[src/rtl/next_pc_ctrl_pkg.sv]
// Shared definitions for the next-PC controller: debug FSM state codes and
// redirect-source encoding (the debug unit decodes the same state codes).
package next_pc_ctrl_pkg;

  typedef enum logic [1:0] {
    S_IDLE = 2'd0,
    S_RUN  = 2'd1,
    S_STEP = 2'd2,
    S_HALT = 2'd3
  } state_e;

  typedef enum logic [1:0] {
    SRC_SEQ = 2'd0,
    SRC_BR  = 2'd1,
    SRC_JR  = 2'd2,
    SRC_J   = 2'd3
  } src_e;

  // Oldest instruction wins: EX branch, then ID jr, then ID jump.
  function automatic src_e pick_src(input logic br, input logic jr, input logic j);
    if (br)      return SRC_BR;
    else if (jr) return SRC_JR;
    else if (j)  return SRC_J;
    return SRC_SEQ;
  endfunction

endpackage

[src/rtl/next_pc_ctrl_if.sv]
// Bus between the IF-stage next-PC controller and its redirect/debug sources.
// The slave side is the controller; the master side drives the requests.
interface next_pc_ctrl_if #(
  parameter int NBITS   = 32,
  parameter int CNTBITS = 32
);
  logic [NBITS-1:0]   i_PC;
  logic               i_stall;
  logic               i_branch_taken;
  logic [NBITS-1:0]   i_branch_target;
  logic               i_jump;
  logic               i_jr;
  logic [NBITS-1:0]   i_jump_target;
  logic               i_halt_instr;
  logic               i_dbg_run;
  logic               i_dbg_step;
  logic [NBITS-1:0]   o_NPC;
  logic               o_flush_IF;
  logic               o_halted;
  logic [CNTBITS-1:0] o_adv_count;

  modport master (
    output i_PC, i_stall, i_branch_taken, i_branch_target, i_jump, i_jr,
           i_jump_target, i_halt_instr, i_dbg_run, i_dbg_step,
    input  o_NPC, o_flush_IF, o_halted, o_adv_count
  );

  modport slave (
    input  i_PC, i_stall, i_branch_taken, i_branch_target, i_jump, i_jr,
           i_jump_target, i_halt_instr, i_dbg_run, i_dbg_step,
    output o_NPC, o_flush_IF, o_halted, o_adv_count
  );
endinterface

[src/rtl/next_pc_ctrl_redirect_latch.sv]
// Holds one redirect that arrived while the PC was frozen, so it is applied
// on the next advance. A held jump may be replaced by a (older) branch only.
module npc_redirect_latch
  import next_pc_ctrl_pkg::*;
#(
  parameter int NBITS = 32
) (
  input  logic             i_clk,
  input  logic             i_reset,
  input  logic             i_clear,
  input  src_e             i_src,
  input  logic [NBITS-1:0] i_target,
  output logic             o_valid,
  output logic [NBITS-1:0] o_target,
  output logic             o_is_branch
);
  logic             r_valid;
  logic             r_is_branch;
  logic [NBITS-1:0] r_target;
  logic             w_accept;

  assign w_accept = (i_src != SRC_SEQ) &&
                    (!r_valid || ((i_src == SRC_BR) && !r_is_branch));

  always_ff @(posedge i_clk) begin
    if (!i_reset) begin
      r_valid     <= 1'b0;
      r_is_branch <= 1'b0;
    end else if (i_clear) begin
      r_valid     <= 1'b0;
    end else if (w_accept) begin
      r_valid     <= 1'b1;
      r_is_branch <= (i_src == SRC_BR);
    end
  end

  // NOTE: the target is data qualified by r_valid, so it needs no reset;
  // keeping it out of the reset branch avoids a reset mux on every bit.
  always_ff @(posedge i_clk) begin
    if (!i_clear && w_accept) r_target <= i_target;
  end

  assign o_valid     = r_valid;
  assign o_target    = r_target;
  assign o_is_branch = r_is_branch;
endmodule

[src/rtl/next_pc_ctrl.sv]
// IF-stage next-PC producer: target mux, hazard hold, pending redirect and
// the debug run/step/halt FSM. o_NPC = i_PC holds the (enable-less) PC register.
module next_pc_ctrl
  import next_pc_ctrl_pkg::*;
#(
  parameter int NBITS   = 32,
  parameter int PC_INC  = 4,
  parameter int CNTBITS = 32
) (
  input  logic           i_clk,
  input  logic           i_reset,
  next_pc_ctrl_if.slave  bus
);
  state_e             r_state;
  logic               r_halted;
  logic [CNTBITS-1:0] r_adv_count;

  src_e               w_live_src;
  logic [NBITS-1:0]   w_live_raw;
  logic [NBITS-1:0]   w_live_target;
  logic               w_adv;
  logic               w_pend_valid;
  logic [NBITS-1:0]   w_pend_target;
  logic               w_pend_is_branch;
  logic [NBITS-1:0]   w_npc;
  logic               w_flush;

  assign w_live_src    = pick_src(bus.i_branch_taken, bus.i_jr, bus.i_jump);
  assign w_live_raw    = (w_live_src == SRC_BR) ? bus.i_branch_target : bus.i_jump_target;
  assign w_live_target = {w_live_raw[NBITS-1:2], 2'b00};

  assign w_adv = i_reset && ((r_state == S_RUN) || (r_state == S_STEP)) &&
                 !bus.i_stall && !bus.i_halt_instr;

  npc_redirect_latch #(.NBITS(NBITS)) u_pending (
    .i_clk       (i_clk),
    .i_reset     (i_reset),
    .i_clear     (w_adv),
    .i_src       (w_live_src),
    .i_target    (w_live_target),
    .o_valid     (w_pend_valid),
    .o_target    (w_pend_target),
    .o_is_branch (w_pend_is_branch)
  );

  // NOTE: every output gets a default before the ifs; a path that leaves one
  // unassigned would infer a latch.
  always_comb begin
    w_npc   = bus.i_PC;
    w_flush = 1'b0;
    if (w_adv) begin
      if (w_live_src != SRC_SEQ) begin
        w_npc   = w_live_target;
        w_flush = 1'b1;
      end else if (w_pend_valid) begin
        w_npc   = w_pend_target;
        w_flush = 1'b1;
      end else begin
        w_npc   = bus.i_PC + NBITS'(PC_INC);
      end
    end
  end

  // NOTE: state registers use non-blocking assignments so every flop samples
  // the pre-edge values regardless of statement order.
  always_ff @(posedge i_clk) begin
    if (!i_reset) begin
      r_state     <= S_IDLE;
      r_halted    <= 1'b0;
      r_adv_count <= '0;
    end else begin
      if (w_adv) r_adv_count <= r_adv_count + CNTBITS'(1);
      case (r_state)
        S_IDLE: begin
          if (bus.i_dbg_run)       r_state <= S_RUN;
          else if (bus.i_dbg_step) r_state <= S_STEP;
        end
        S_RUN: begin
          if (bus.i_halt_instr && !bus.i_stall) begin
            r_state  <= S_HALT;
            r_halted <= 1'b1;
          end
        end
        S_STEP: begin
          if (bus.i_halt_instr) begin
            r_state  <= S_HALT;
            r_halted <= 1'b1;
          end else if (w_adv) begin
            r_state  <= S_IDLE;
          end
        end
        S_HALT:  r_state <= S_HALT;
        default: r_state <= S_IDLE;
      endcase
    end
  end

  assign bus.o_NPC       = w_npc;
  assign bus.o_flush_IF  = w_flush;
  assign bus.o_halted    = r_halted;
  assign bus.o_adv_count = r_adv_count;

  logic w_unused;
  assign w_unused = w_pend_is_branch;
endmodule

[src/flat_wrapper.sv]
// flat-port wrapper written by rule: the top's interface ports become plain ports
module next_pc_ctrl_flat import next_pc_ctrl_pkg::*;
#(
  parameter int NBITS   = 32,
  parameter int PC_INC  = 4,
  parameter int CNTBITS = 32
)
  (i_clk, i_reset, bus_i_PC, bus_i_stall, bus_i_branch_taken, bus_i_branch_target, bus_i_jump, bus_i_jr, bus_i_jump_target, bus_i_halt_instr, bus_i_dbg_run, bus_i_dbg_step, bus_o_NPC, bus_o_flush_IF, bus_o_halted, bus_o_adv_count);
  next_pc_ctrl_if #(.NBITS(NBITS), .CNTBITS(CNTBITS)) bus_i ();
  input  logic i_clk;
  input  logic i_reset;
  input wire logic [$bits(bus_i.i_PC)-1:0] bus_i_PC;
  input wire logic [$bits(bus_i.i_stall)-1:0] bus_i_stall;
  input wire logic [$bits(bus_i.i_branch_taken)-1:0] bus_i_branch_taken;
  input wire logic [$bits(bus_i.i_branch_target)-1:0] bus_i_branch_target;
  input wire logic [$bits(bus_i.i_jump)-1:0] bus_i_jump;
  input wire logic [$bits(bus_i.i_jr)-1:0] bus_i_jr;
  input wire logic [$bits(bus_i.i_jump_target)-1:0] bus_i_jump_target;
  input wire logic [$bits(bus_i.i_halt_instr)-1:0] bus_i_halt_instr;
  input wire logic [$bits(bus_i.i_dbg_run)-1:0] bus_i_dbg_run;
  input wire logic [$bits(bus_i.i_dbg_step)-1:0] bus_i_dbg_step;
  output wire logic [$bits(bus_i.o_NPC)-1:0] bus_o_NPC;
  output wire logic [$bits(bus_i.o_flush_IF)-1:0] bus_o_flush_IF;
  output wire logic [$bits(bus_i.o_halted)-1:0] bus_o_halted;
  output wire logic [$bits(bus_i.o_adv_count)-1:0] bus_o_adv_count;
  assign bus_i.i_PC = bus_i_PC;
  assign bus_i.i_stall = bus_i_stall;
  assign bus_i.i_branch_taken = bus_i_branch_taken;
  assign bus_i.i_branch_target = bus_i_branch_target;
  assign bus_i.i_jump = bus_i_jump;
  assign bus_i.i_jr = bus_i_jr;
  assign bus_i.i_jump_target = bus_i_jump_target;
  assign bus_i.i_halt_instr = bus_i_halt_instr;
  assign bus_i.i_dbg_run = bus_i_dbg_run;
  assign bus_i.i_dbg_step = bus_i_dbg_step;
  assign bus_o_NPC = bus_i.o_NPC;
  assign bus_o_flush_IF = bus_i.o_flush_IF;
  assign bus_o_halted = bus_i.o_halted;
  assign bus_o_adv_count = bus_i.o_adv_count;
  next_pc_ctrl #(.NBITS(NBITS), .PC_INC(PC_INC), .CNTBITS(CNTBITS)) u_core (.i_clk(i_clk), .i_reset(i_reset), .bus(bus_i));
endmodule
[config.mk]
export PLATFORM = sky130hd
export DESIGN_NAME = next_pc_ctrl_flat
export DESIGN_NICKNAME = d
export VERILOG_FILES = /design/src/rtl/next_pc_ctrl_pkg.sv /design/src/rtl/next_pc_ctrl_if.sv /design/src/rtl/next_pc_ctrl_redirect_latch.sv /design/src/rtl/next_pc_ctrl.sv /design/src/flat_wrapper.sv
export SDC_FILE = /design/constraint.sdc
export NUM_CORES = 1
export LEC_CHECK = 0
export BUFFER_PORTS_ARGS = -buffer_cell sky130_fd_sc_hd__buf_2
export CORE_ASPECT_RATIO = 0.9
export CORE_MARGIN = 5
export CORE_UTILIZATION = 40
export DETAILED_ROUTE_END_ITERATION = 8
export GPL_TIMING_DRIVEN = 0
export PLACE_DENSITY_LB_ADDON = 0.15
export SYNTH_ARGS = -nofsm -noshare
export SYNTH_HDL_FRONTEND = slang
export SYNTH_HIERARCHICAL = 1
export SYNTH_SLANG_ARGS = --single-unit
[constraint.sdc]
create_clock -name i_clk -period 5.09 [get_ports i_clk]
set_clock_uncertainty 0.15 [all_clocks]
set_input_delay 0.2545 -clock i_clk [delete_from_list [all_inputs] [get_ports i_clk]]
set_output_delay 0.2545 -clock i_clk [all_outputs]
set_load 0.01 [all_outputs]
==> metrics.md, run 1 <==
| Metric | Value |
|---|---|
| Status | `finished clean` |
| Reg power frac | `between 30% and 40%` |
| Crit Reg-Reg Startpoint | `u_core/r_state[0]` |
| Core footprint | `12,170 sq um` |
| Hold path start | `bus_i_halt_instr` |
| Cts hold-fix bufs | `0` |
| Placed Cells | `929` |
| PwrDens | `roughly 270 nW/um^2` |
| Sink Count | `between 60 and 70` |
| Count of different cell masters after synthesis | `69` |
| Syn_area_per_cell | `8.371 sq um` |
| # DRC | `0` |
| P_int | `1.164 mW` |
| CTS tree | `built` |
| Die Y | `around 120 microns` |
| Final setup fails | `0` |
| Clock Power Share | `33.8%` |
| Async SR Flop Fraction | `0%` |
| Pre-antenna DRT Iters | `5` |
| WS Path Type | `register to register` |
| R2R Path End | `u_core/u_pending/o_target[7]` |
| P_sw | `~560 uW` |
| Setup slack, reg-to-reg | `between 1.5 and 2 ns` |
| EDFF count, synth | `32` |
| Max-slew headroom | `approximately 26%` |
| # diodes | `0` |
| H-tree Lvls | `3` |
| Multi-input gate area | `between 3000 and 4000 sq um` |
| Routed WL per cell | `between 15 and 20 microns` |
| Synth Warn # | `6` |
| Cell leakage power | `2.527 nW` |
| RSZ-0062 raised after global routing | `false` |
| Clk Latency, worst-skew pair | `~0.33 ns` |
| Post_cts resized | `0` |
| First-pass GRT wire length | `28.41 mm` |
| Global route overflow | `0` |
| CTS Buffer Depth | `2` |
| Sequential share of the synthesized area | `33.88%` |
| Worst EP arrival | `approximately 3.4 ns` |
| Final setup margin | `between 1.5 and 2 ns` |
| Fin. Hold Viols | `0` |
| Register area | `1702 sq um` |
| WHS Endpoint | `u_core/bus.o_halted` |
| Leading cell type in the layout, fill and taps excluded | `buf_2` |
| IO Pins | `~170` |
| Top FF cell, synth | `dfxtp_1` |
| Via count | `between 5,000 and 6,000` |
| Layout Cells excl Fill | `945` |
| Initial antenna violation count | `0` |
| Final design utilization | `between 50% and 60%` |
| Area growth from synthesis to layout | `26.63%` |
| Switching share of power | `32.52%` |
| Worst Setup End Kind | `register` |
| Min-delay worst type | `input pin to register` |
| Largest net degree at the start of global routing | `15` |
| Worst slew pin tran | `between 1 and 1.5 ns` |
| Worst-path fanout max | `13` |
| Dpl hpwl | `13.60 mm` |
| Routed WL | `approximately 18 mm` |
| Period utilization | `around 70%` |
| DIE WIDTH | `approximately 130 microns` |
| Port bufs | `between 150 and 200` |
| Root buffer cell | `clkbuf_16` |
| Postcts setup bufs | `0` |
| Maximum VDD drop | `around 140 uV` |
| Syn Inst Count | `600` |
| Cell Rows | `38` |
| Comb pwr share | `27.7%` |
| Synthesized area | `around 5000 sq um` |
| Initial detailed-routing violation count | `612` |
| CP required | `~5 ns` |
| WHS Path Cells | `3` |
| Final #Nets | `892` |
| Post-synthesis register bit count | `between 60 and 70` |
| TritonCTS Buffers | `9` |
| Number of global-route vias before repair | `between 5,000 and 6,000` |
| Initial Util | `around two fifths` |
| Max Cap Violations | `0` |
| Via-per-instance ratio | `about 6` |
| Time the worst path needs with I/O delays and setup | `3.488 ns` |
| Reg2Reg Depth | `10` |
| Filler cells | `around 1,200` |
| Final-report max-slew violation count | `0` |
| Overall Power | `between 1.5 and 2 mW` |
| Most frequent cells in the layout | `buf_2, nand2_1, a21oi_1, nor2_1, dfxtp_1` |
| Final ANT Viol Nets | `0` |
| Share of layout cells above drive strength 1 | `around 30%` |
| Clock transition at path regs | `about 0.060 ns` |
| Fmax | `about 290 MHz` |
| GRT Total Usage | `approximately a quarter` |
| Setup Total Neg Slack | `0 ns` |
| Die area | `around 15,000 sq um` |
| Setup WS pre-CTS | `1.619 ns` |
| CP Launch Type | `register` |
| GPL Wtd Cong | `around 0.94` |
-- worst max path at each step --
stage	start	to	slack (ns)
finish	u_core/r_state[0]	u_core/u_pending/o_target[7]	1.60
global route	u_core/r_state[1]	u_core/u_pending/o_target[18]	1.45
CTS	u_core/r_state[0]	u_core/u_pending/o_target[7]	1.62
detailed placement	u_core/r_state[0]	u_core/u_pending/o_target[7]	1.62
global placement	u_core/r_state[0]	u_core/u_pending/o_target[7]	-1.14
floorplan	u_core/r_state[0]	u_core/u_pending/o_target[0]	0.77
-- Yosys cell counts (all sizes together), types with 3 or more instances --
cell	instances	share of area, %
xnor2	4	0.70
and4	6	1.0
a221oi	6	1.0
nor2	40	3.0
mux2	28	6.3
ha	7	1.7
nand2b	6	0.75
dfxtp	37	15
o31ai	18	2.7
nand3	25	2.5
clkbuf	26	1.9
xor2	5	0.87
a21oi	43	4.3
nor4	10	1.4
buf	17	1.6
a31oi	6	0.75
a22oi	6	0.90
a211oi	8	1.2
o311ai	6	1.0
o21a	5	0.75
a311oi	7	1.2
o211ai	7	1.0
nand4	19	2.7
and2	5	0.62
mux2i	10	2.0
inv	20	1.5
or4	19	2.8
nor2b	3	0.37
and3	5	0.62
o21ai	25	2.5
a21o	3	0.45
nand2	51	3.8
nor3	27	2.7
or3	10	1.2
edfxtp	32	19
o31a	11	1.9
-- stage by stage --
stage | cell area, sq um | hold slack [ns]
2_1_floorplan | 5026 | 0.2223
3_5_place_dp | 6095 | 0.3065
5_1_grt | 6360 | 0.06844
6_report | 6360 | 0.05436
4_1_cts | 6360 | 0.04587
3_3_place_gp | 6052 | 0.2979
-- state kept, by name, indices dropped and copies added, names as in the netlist --
name and flops:
u_core/bus.o_halted 1, u_core/r_state 2, u_core/u_pending/o_target 32, u_core/u_pending/o_is_branch 1, u_core/u_pending/o_valid 1, u_core/bus.o_adv_count 32
-- critical path, stage by stage (launching register included) --
cell and delay [ns]:
dfxtp_1 0.37, inv_1 0.10, ha_1 0.31, nand4bb_1 0.12, clkbuf_1 0.27, inv_2 0.09
clkbuf_1 0.31, buf_2 0.33, nor3_2 0.71, buf_6 0.27, buf_8 0.16
-- final cells by class --
cell class              count  area share [%]
plain buffers              43           2.794
clock inverters             6          0.5705
multi-input cells         467           48.26
clock buffers              10           3.600
repair buffers            168           13.57
flip-flops and latches     69           26.76
well taps                 160           3.148
inverters                  22           1.298
-- metal layers --
layer	vias to the layer above	GRT usage [%]	share of wire, %
met3	25	6.219	9.5
met5	-	0	0
met1	2633	29.93	41
met4	0	7.496	1.8
li1	2684	-	-
met2	305	40.79	48
-- cell families after synthesis --
kind of cell,Yosys count,share of synthesized area [%]
simple gates,237,25.29
xor+xnor,9,1.569
other cells,1,0.07467
flops,69,33.88
fa+ha+maj,7,1.744
mux,38,8.271
compound gates,174,23.99
buf+inv,65,5.182
-- power groups by stage --
stage               clock [mW]  combinational [mW]  sequential [mW]
finish                   0.583               0.477            0.665
global route             0.619               0.520            0.669
CTS                      0.599               0.474            0.665
detailed placement           0               0.472            0.676
global placement             0               0.446            0.679
floorplan                    0               0.276            0.674
Power figures use the tool's default switching activity.
==> run 2: changes to the inputs <==
Clock period 5.09 ns to 2.95 ns, I/O delays scaled along.
==> metrics.md, run 2 (synthesis gave the netlist of run 1 again) <==
| Metric | Value |
|---|---|
| Status | `finished clean` |
| Routed WL | `approximately 19 mm` |
| Largest net degree at the start of global routing | `19` |
| CTS Buffer Depth | `2` |
| Via count | `approximately 6,000` |
| P_sw | `roughly 1000 uW` |
| Port bufs | `around 170` |
| Share of layout cells above drive strength 1 | `between 20 and 30%` |
| PwrDens | `approximately 440 nW/um^2` |
| Worst slew pin tran | `1.019 ns` |
| Max stage delay on crit path | `0.38 ns` |
| Placed Cells | `between 900 and 1,000` |
| P_int | `~2.1 mW` |
| RSZ-0062 raised after global routing | `false` |
| Die Y | `between 100 and 150 microns` |
| Gr busiest metal | `met2` |
| # DRC | `0` |
| Setup Total Neg Slack | `0 ns` |
| Dpl hpwl | `13.44 mm` |
| Worst EP arrival | `2.51 ns` |
| Clk Latency, worst-skew pair | `around 0.34 ns` |
| Sink Count | `69` |
| CP Launch Type | `register` |
| Cell Rows | `38` |
| Maximum VDD drop | `between 200 and 300 uV` |
| Switching share of power | `between 30% and 40%` |
| Period utilization | `between 90% and 100%` |
| TritonCTS Buffers | `9` |
| Most frequent cells in the layout | `buf_2, dlygate4sd3_1, nand2_1, a21oi_1, nor2_1` |
| Initial Util | `around 41%` |
| CP required | `2.65 ns` |
| Min-delay worst type | `input pin to register` |
| Initial detailed-routing violation count | `between 600 and 700` |
| Final ANT Viol Nets | `0` |
| Fin. Hold Viols | `0` |
| Max Cap Violations | `0` |
| Final setup fails | `0` |
| M1 GR Usage | `a little under a third` |
| Worst Setup End Kind | `output port` |
| Number of global-route vias before repair | `roughly 5,800` |
| Pre-antenna DRT Iters | `5` |
| GRT Total Usage | `between 20% and 30%` |
| H-tree Lvls | `3` |
| Via-per-instance ratio | `roughly 6` |
| WS Path Type | `register to output port` |
| Final #Nets | `approximately 950` |
| Worst-path fanout max | `10` |
| WP buf/inv | `4` |
| M3 GR Usage | `7.362%` |
| Comb pwr share | `between 20% and 30%` |
| Cell leakage power | `between 2 and 3 nW` |
| IO Pins | `between 150 and 200` |
| Clock Power Share | `32.9%` |
| Most used cell, CP | `buf_2` |
| Fmax | `about 360 MHz` |
| Global route overflow | `0` |
| Die area | `around 15,000 sq um` |
| Time the worst path needs with I/O delays and setup | `2.805 ns` |
| Layout Cells excl Fill | `roughly 1,000` |
| DIE WIDTH | `between 100 and 150 microns` |
| Initial antenna violation count | `1` |
| Routed WL per cell | `around 19 microns` |
| Crit-path slowest cell | `dfxtp_1` |
| Final-report max-slew violation count | `0` |
| First-pass GRT wire length | `around 30 mm` |
| GPL Wtd Cong | `0.9319` |
| Root buffer cell | `clkbuf_16` |
| Clock transition at path regs | `around 0.060 ns` |
| Reg power frac | `between 30% and 40%` |
| Max-slew headroom | `a little under a third` |
| CP cell instances | `inv_1 -> ha_1 -> nand4bb_4 -> buf_4 -> buf_2 -> nor2_1 -> a311oi_1 -> buf_2` |
| Leading cell type in the layout, fill and taps excluded | `buf_2` |
| CTS tree | `built` |
| Core footprint | `~12,000 sq um` |
| Cell family with most CP delay | `buffers and inverters` |
| Met2 Usage GRT | `between 40% and 50%` |
| Area growth from synthesis to layout | `39.04%` |
[run 2: changes by cell type in the layout (fill, tap and decap cells not counted), moves of 2 or more]
cell / previous run / this run
dlygate4sd3_1: 0 / 57
clkbuf_1: 27 / 20
buf_4: 0 / 5
clkbuf_2: 0 / 4
buf_6: 2 / 0
nor2_1: 40 / 38
nor2_2: 0 / 2
[run 2: power by group through the flow]
stage,logic (mW),clock network (mW),registers [mW]
detailed placement,0.807,0,1.17
CTS,0.897,1.04,1.15
global placement,0.775,0,1.16
finish,0.921,1.02,1.15
global route,1.00,1.09,1.16
floorplan,0.481,0,1.16
[run 2: stage by stage]
step | cell area, sq um | hold slack [ns] | util [%] | setup slack [ns] | power (mW)
2_1_floorplan | 5037 | 0.1153 | - | 0.08174 | 1.641
3_3_place_gp | 6063 | 0.2836 | 49.82 | -0.8786 | 1.940
3_5_place_dp | 6091 | 0.2938 | 50.04 | -0.4912 | 1.975
6_report | 6983 | 0.02229 | 57.37 | 0.1447 | 3.086
5_1_grt | 6983 | 0.01078 | 57.37 | 0.009240 | 3.246
4_1_cts | 6958 | 0.001390 | 57.16 | -0.03784 | 3.087
[run 2: area by class of cell]
cell class	count	area, sq um
diodes	1	2.502
plain buffers	41	185.2
clock buffers	10	229.0
clock inverters	6	36.28
fillers	1164	5189
inverters	22	85.08
multi-input cells	467	3097
flip-flops and latches	69	1702
well taps	160	200.2
repair buffers	226	1446
[run 2: worst paths after layout]
path                    startpoint                            end  slack [ns]  cells past startpoint
max              u_core/r_state[0]                  bus_o_NPC[21]        0.14                      8
min          bus_i_jump_target[18]  u_core/u_pending/o_target[18]        0.02                      2
max reg2reg      u_core/r_state[0]     u_core/bus.o_adv_count[27]        0.29                      9
min reg2reg    u_core/bus.o_halted            u_core/bus.o_halted        0.31                      2
[run 2: metal layers]
layer	routed length, microns	up-vias
li1	-	2810
met1	7798	2822
met2	9040	313
met3	1697	37
met4	451	0
met5	0	-
[run 2: repair_timing]
item / 4_1_cts / 5_1_grt
cloned: 0 / 0
resized for setup: 9 / 6
endpoints found under the setup margin: 63 / 43
buffers inserted: 3 / 0
pin swaps: 1 / 0
hold buffers: 57 / 0
endpoints found under the hold margin: 30 / 0
==> run 3: changes to the inputs <==
Settings changed: BUFFER_PORTS_ARGS -buffer_cell sky130_fd_sc_hd__buf_2 to -buffer_cell sky130_fd_sc_hd__buf_4.
==> metrics.md, run 3 (synthesis gave the netlist of run 1 again) <==
| Metric | Value |
|---|---|
| Initial detailed-routing violation count | `between 700 and 800` |
| Max-slew headroom | `a little under a third` |
| IO Pins | `around 170` |
| Cell leakage power | `~2.9 nW` |
| Clk Latency, worst-skew pair | `between 0.3 and 0.4 ns` |
| Cell family with most CP delay | `buffers and inverters` |
| Share of layout cells above drive strength 1 | `between 20% and 30%` |
| WHS Endpoint | `u_core/u_pending/o_target[16]` |
| Crit Reg-Reg Startpoint | `u_core/r_state[0]` |
| Most frequent cells in the layout | `buf_4, dlygate4sd3_1, nand2_1, a21oi_1, nor2_1` |
| Max stage delay on crit path | `slightly below 0.4 ns` |
| WS Path Type | `register to output port` |
| Status | `finished clean` |
| Largest net degree at the start of global routing | `19` |
| Worst EP arrival | `approximately 2.6 ns` |
| Leading cell type in the layout, fill and taps excluded | `buf_4` |
| Fmax | `between 300 and 400 MHz` |
| # diodes | `0` |
| CTS tree | `built` |
| Routed WL | `a little under 20 mm` |
| TritonCTS Buffers | `9` |
| R2R Path End | `u_core/bus.o_adv_count[28]` |
| Initial antenna violation count | `0` |
| Core footprint | `between 10,000 and 15,000 sq um` |
| Cell Rows | `38` |
| Final #Nets | `950` |
| Number of global-route vias before repair | `slightly below 6,000` |
| GPL Wtd Cong | `a little over 0.9` |
| WP buf/inv | `4` |
| Met3 Routed Length | `~2.1 mm` |
| CTS Buffer Depth | `2` |
| Fin. Hold Viols | `0` |
| WHS Path Cells | `2` |
| Worst-path fanout max | `10` |
| Sink Count | `just under 70` |
| Final design utilization | `between 60% and 70%` |
| First-pass GRT wire length | `around 31 mm` |
| Final ANT Viol Nets | `0` |
| Most used cell, CP | `buf_4` |
| Port bufs | `165` |
| Setup slack, reg-to-reg | `0.28 ns` |
| Worst slew pin tran | `1.035 ns` |
| CP Launch Type | `register` |
| Hold path start | `bus_i_jump_target[16]` |
| Pre-antenna DRT Iters | `5` |
| # DRC | `0` |
| Area growth from synthesis to layout | `48.78%` |
| Root buffer cell | `clkbuf_16` |
| Top routing layer in use | `met4` |
| CP cell instances | `inv_1 -> ha_1 -> nand4bb_4 -> buf_4 -> buf_2 -> nor3_1 -> nand3_1 -> o211ai_1 -> buf_4` |
| PwrDens | `about 450 nW/um^2` |
| Via-per-instance ratio | `6.161` |
| Layout Cells excl Fill | `about 1,000` |
| Setup WS pre-CTS | `-0.5040 ns` |
| Post-route cell area | `7472 sq um` |
| Initial Util | `41.26%` |
| WL met2 | `9.522 mm` |
| Final-report max-slew violation count | `0` |
| Dpl hpwl | `approximately 14 mm` |
| Overall Power | `approximately 3.3 mW` |
| Filler cells | `~1,100` |
| Time the worst path needs with I/O delays and setup | `roughly 2.8 ns` |
| Min-delay worst type | `input pin to register` |
| Placed Cells | `927` |
| Final setup fails | `0` |
| CP required | `between 2 and 3 ns` |
| H-tree Lvls | `3` |
| GRT Total Usage | `roughly a quarter` |
| Via count | `6,179` |
| Worst Setup End Kind | `output port` |
| Clock transition at path regs | `0.06 ns` |
| Period utilization | `between 90% and 100%` |
| Crit-path slowest cell | `dfxtp_1` |
| RSZ-0062 raised after global routing | `false` |
| Max Cap Violations | `0` |
| Maximum VDD drop | `approximately 280 uV` |
| DIE WIDTH | `between 100 and 150 microns` |
| Final setup margin | `~0.11 ns` |
| Met1 WL | `around 7.4 mm` |
| Die Y | `116.3 microns` |
| Dpl cell area | `around 6500 sq um` |
| Routed WL per cell | `between 15 and 20 microns` |
| Global route overflow | `0` |
| Die area | `between 10,000 and 15,000 sq um` |
| Reg2Reg Depth | `8` |
==> run 3: cell count changes in the layout (fill, tap and decap cells not counted), moves of 2 or more <==
cell,delta
buf_2,-165
buf_4,+163
dlygate4sd3_1,+4
clkbuf_16,+3
clkinv_2,-2
clkinv_4,+2
inv_4,-2
==> run 3: how the worst max path moves through the flow <==
stage	cells past startpoint	startpoint	slack (ns)	end
6_report	9	u_core/r_state[0]	0.11	bus_o_NPC[16]
5_1_grt	9	u_core/r_state[0]	0.008	bus_o_NPC[16]
4_1_cts	8	u_core/r_state[0]	-0.05	bus_o_NPC[27]
3_5_place_dp	9	u_core/r_state[0]	-0.50	u_core/u_pending/o_target[16]
3_3_place_gp	8	u_core/r_state[0]	-0.86	u_core/u_pending/o_target[1]
2_1_floorplan	8	u_core/r_state[0]	0.08	u_core/u_pending/o_target[0]
==> run 3: routing by layer <==
| layer | track usage (%) | vias to the layer above |
|---|---|---|
| li1 | - | 2807 |
| met1 | 31.30 | 2893 |
| met2 | 44.31 | 412 |
| met3 | 7.407 | 67 |
| met4 | 10.11 | 0 |
| met5 | 0 | - |
==> run 3: where the power goes <==
group	internal, mW	switching [mW]
clock network	0.728	0.464
registers	1.11	0.0403
logic	0.475	0.526
==> run 3: through the flow <==
stage	TNS, ns	hold slack [ns]
final	0	0.01089
after global routing	0	0.005201
after CTS	-0.1919	0.003116
after detailed placement	-13.12	0.2779
after global placement	-27.42	0.2644
after floorplan	0	0.1153
==> run 3: what timing repair did <==
action / in CTS / in global routing
setup endpoints to repair: 63 / 45
buffers inserted: 2 / 0
hold buffers: 60 / 1
endpoints found under the hold margin: 34 / 1
resized for setup: 7 / 6
pin swaps: 1 / 0
==> run 3: area by class of cell <==
| type | count | area [sq um] | share of cell area, % |
|---|---|---|---|
| Buffer | 40 | 180.2 | 2.411 |
| Clock buffer | 12 | 300.3 | 4.019 |
| Clock inverter | 4 | 31.28 | 0.4186 |
| Inverter | 22 | 85.08 | 1.139 |
| Multi-Input combinational cell | 467 | 3094 | 41.41 |
| Sequential cell | 69 | 1702 | 22.77 |
| Tap cell | 160 | 200.2 | 2.679 |
| Timing Repair Buffer | 229 | 1879 | 25.15 |
==> run 3: worst reg2reg max path, delay by kind of cell, from the launching register on <==
family,cells,cell delay (ns)
AOI/OAI and AO/OA,1,0.17
adders and majority gates,1,0.36
buffers and inverters,3,0.57
DFF,1,0.39
and+or+nand+nor,3,0.95
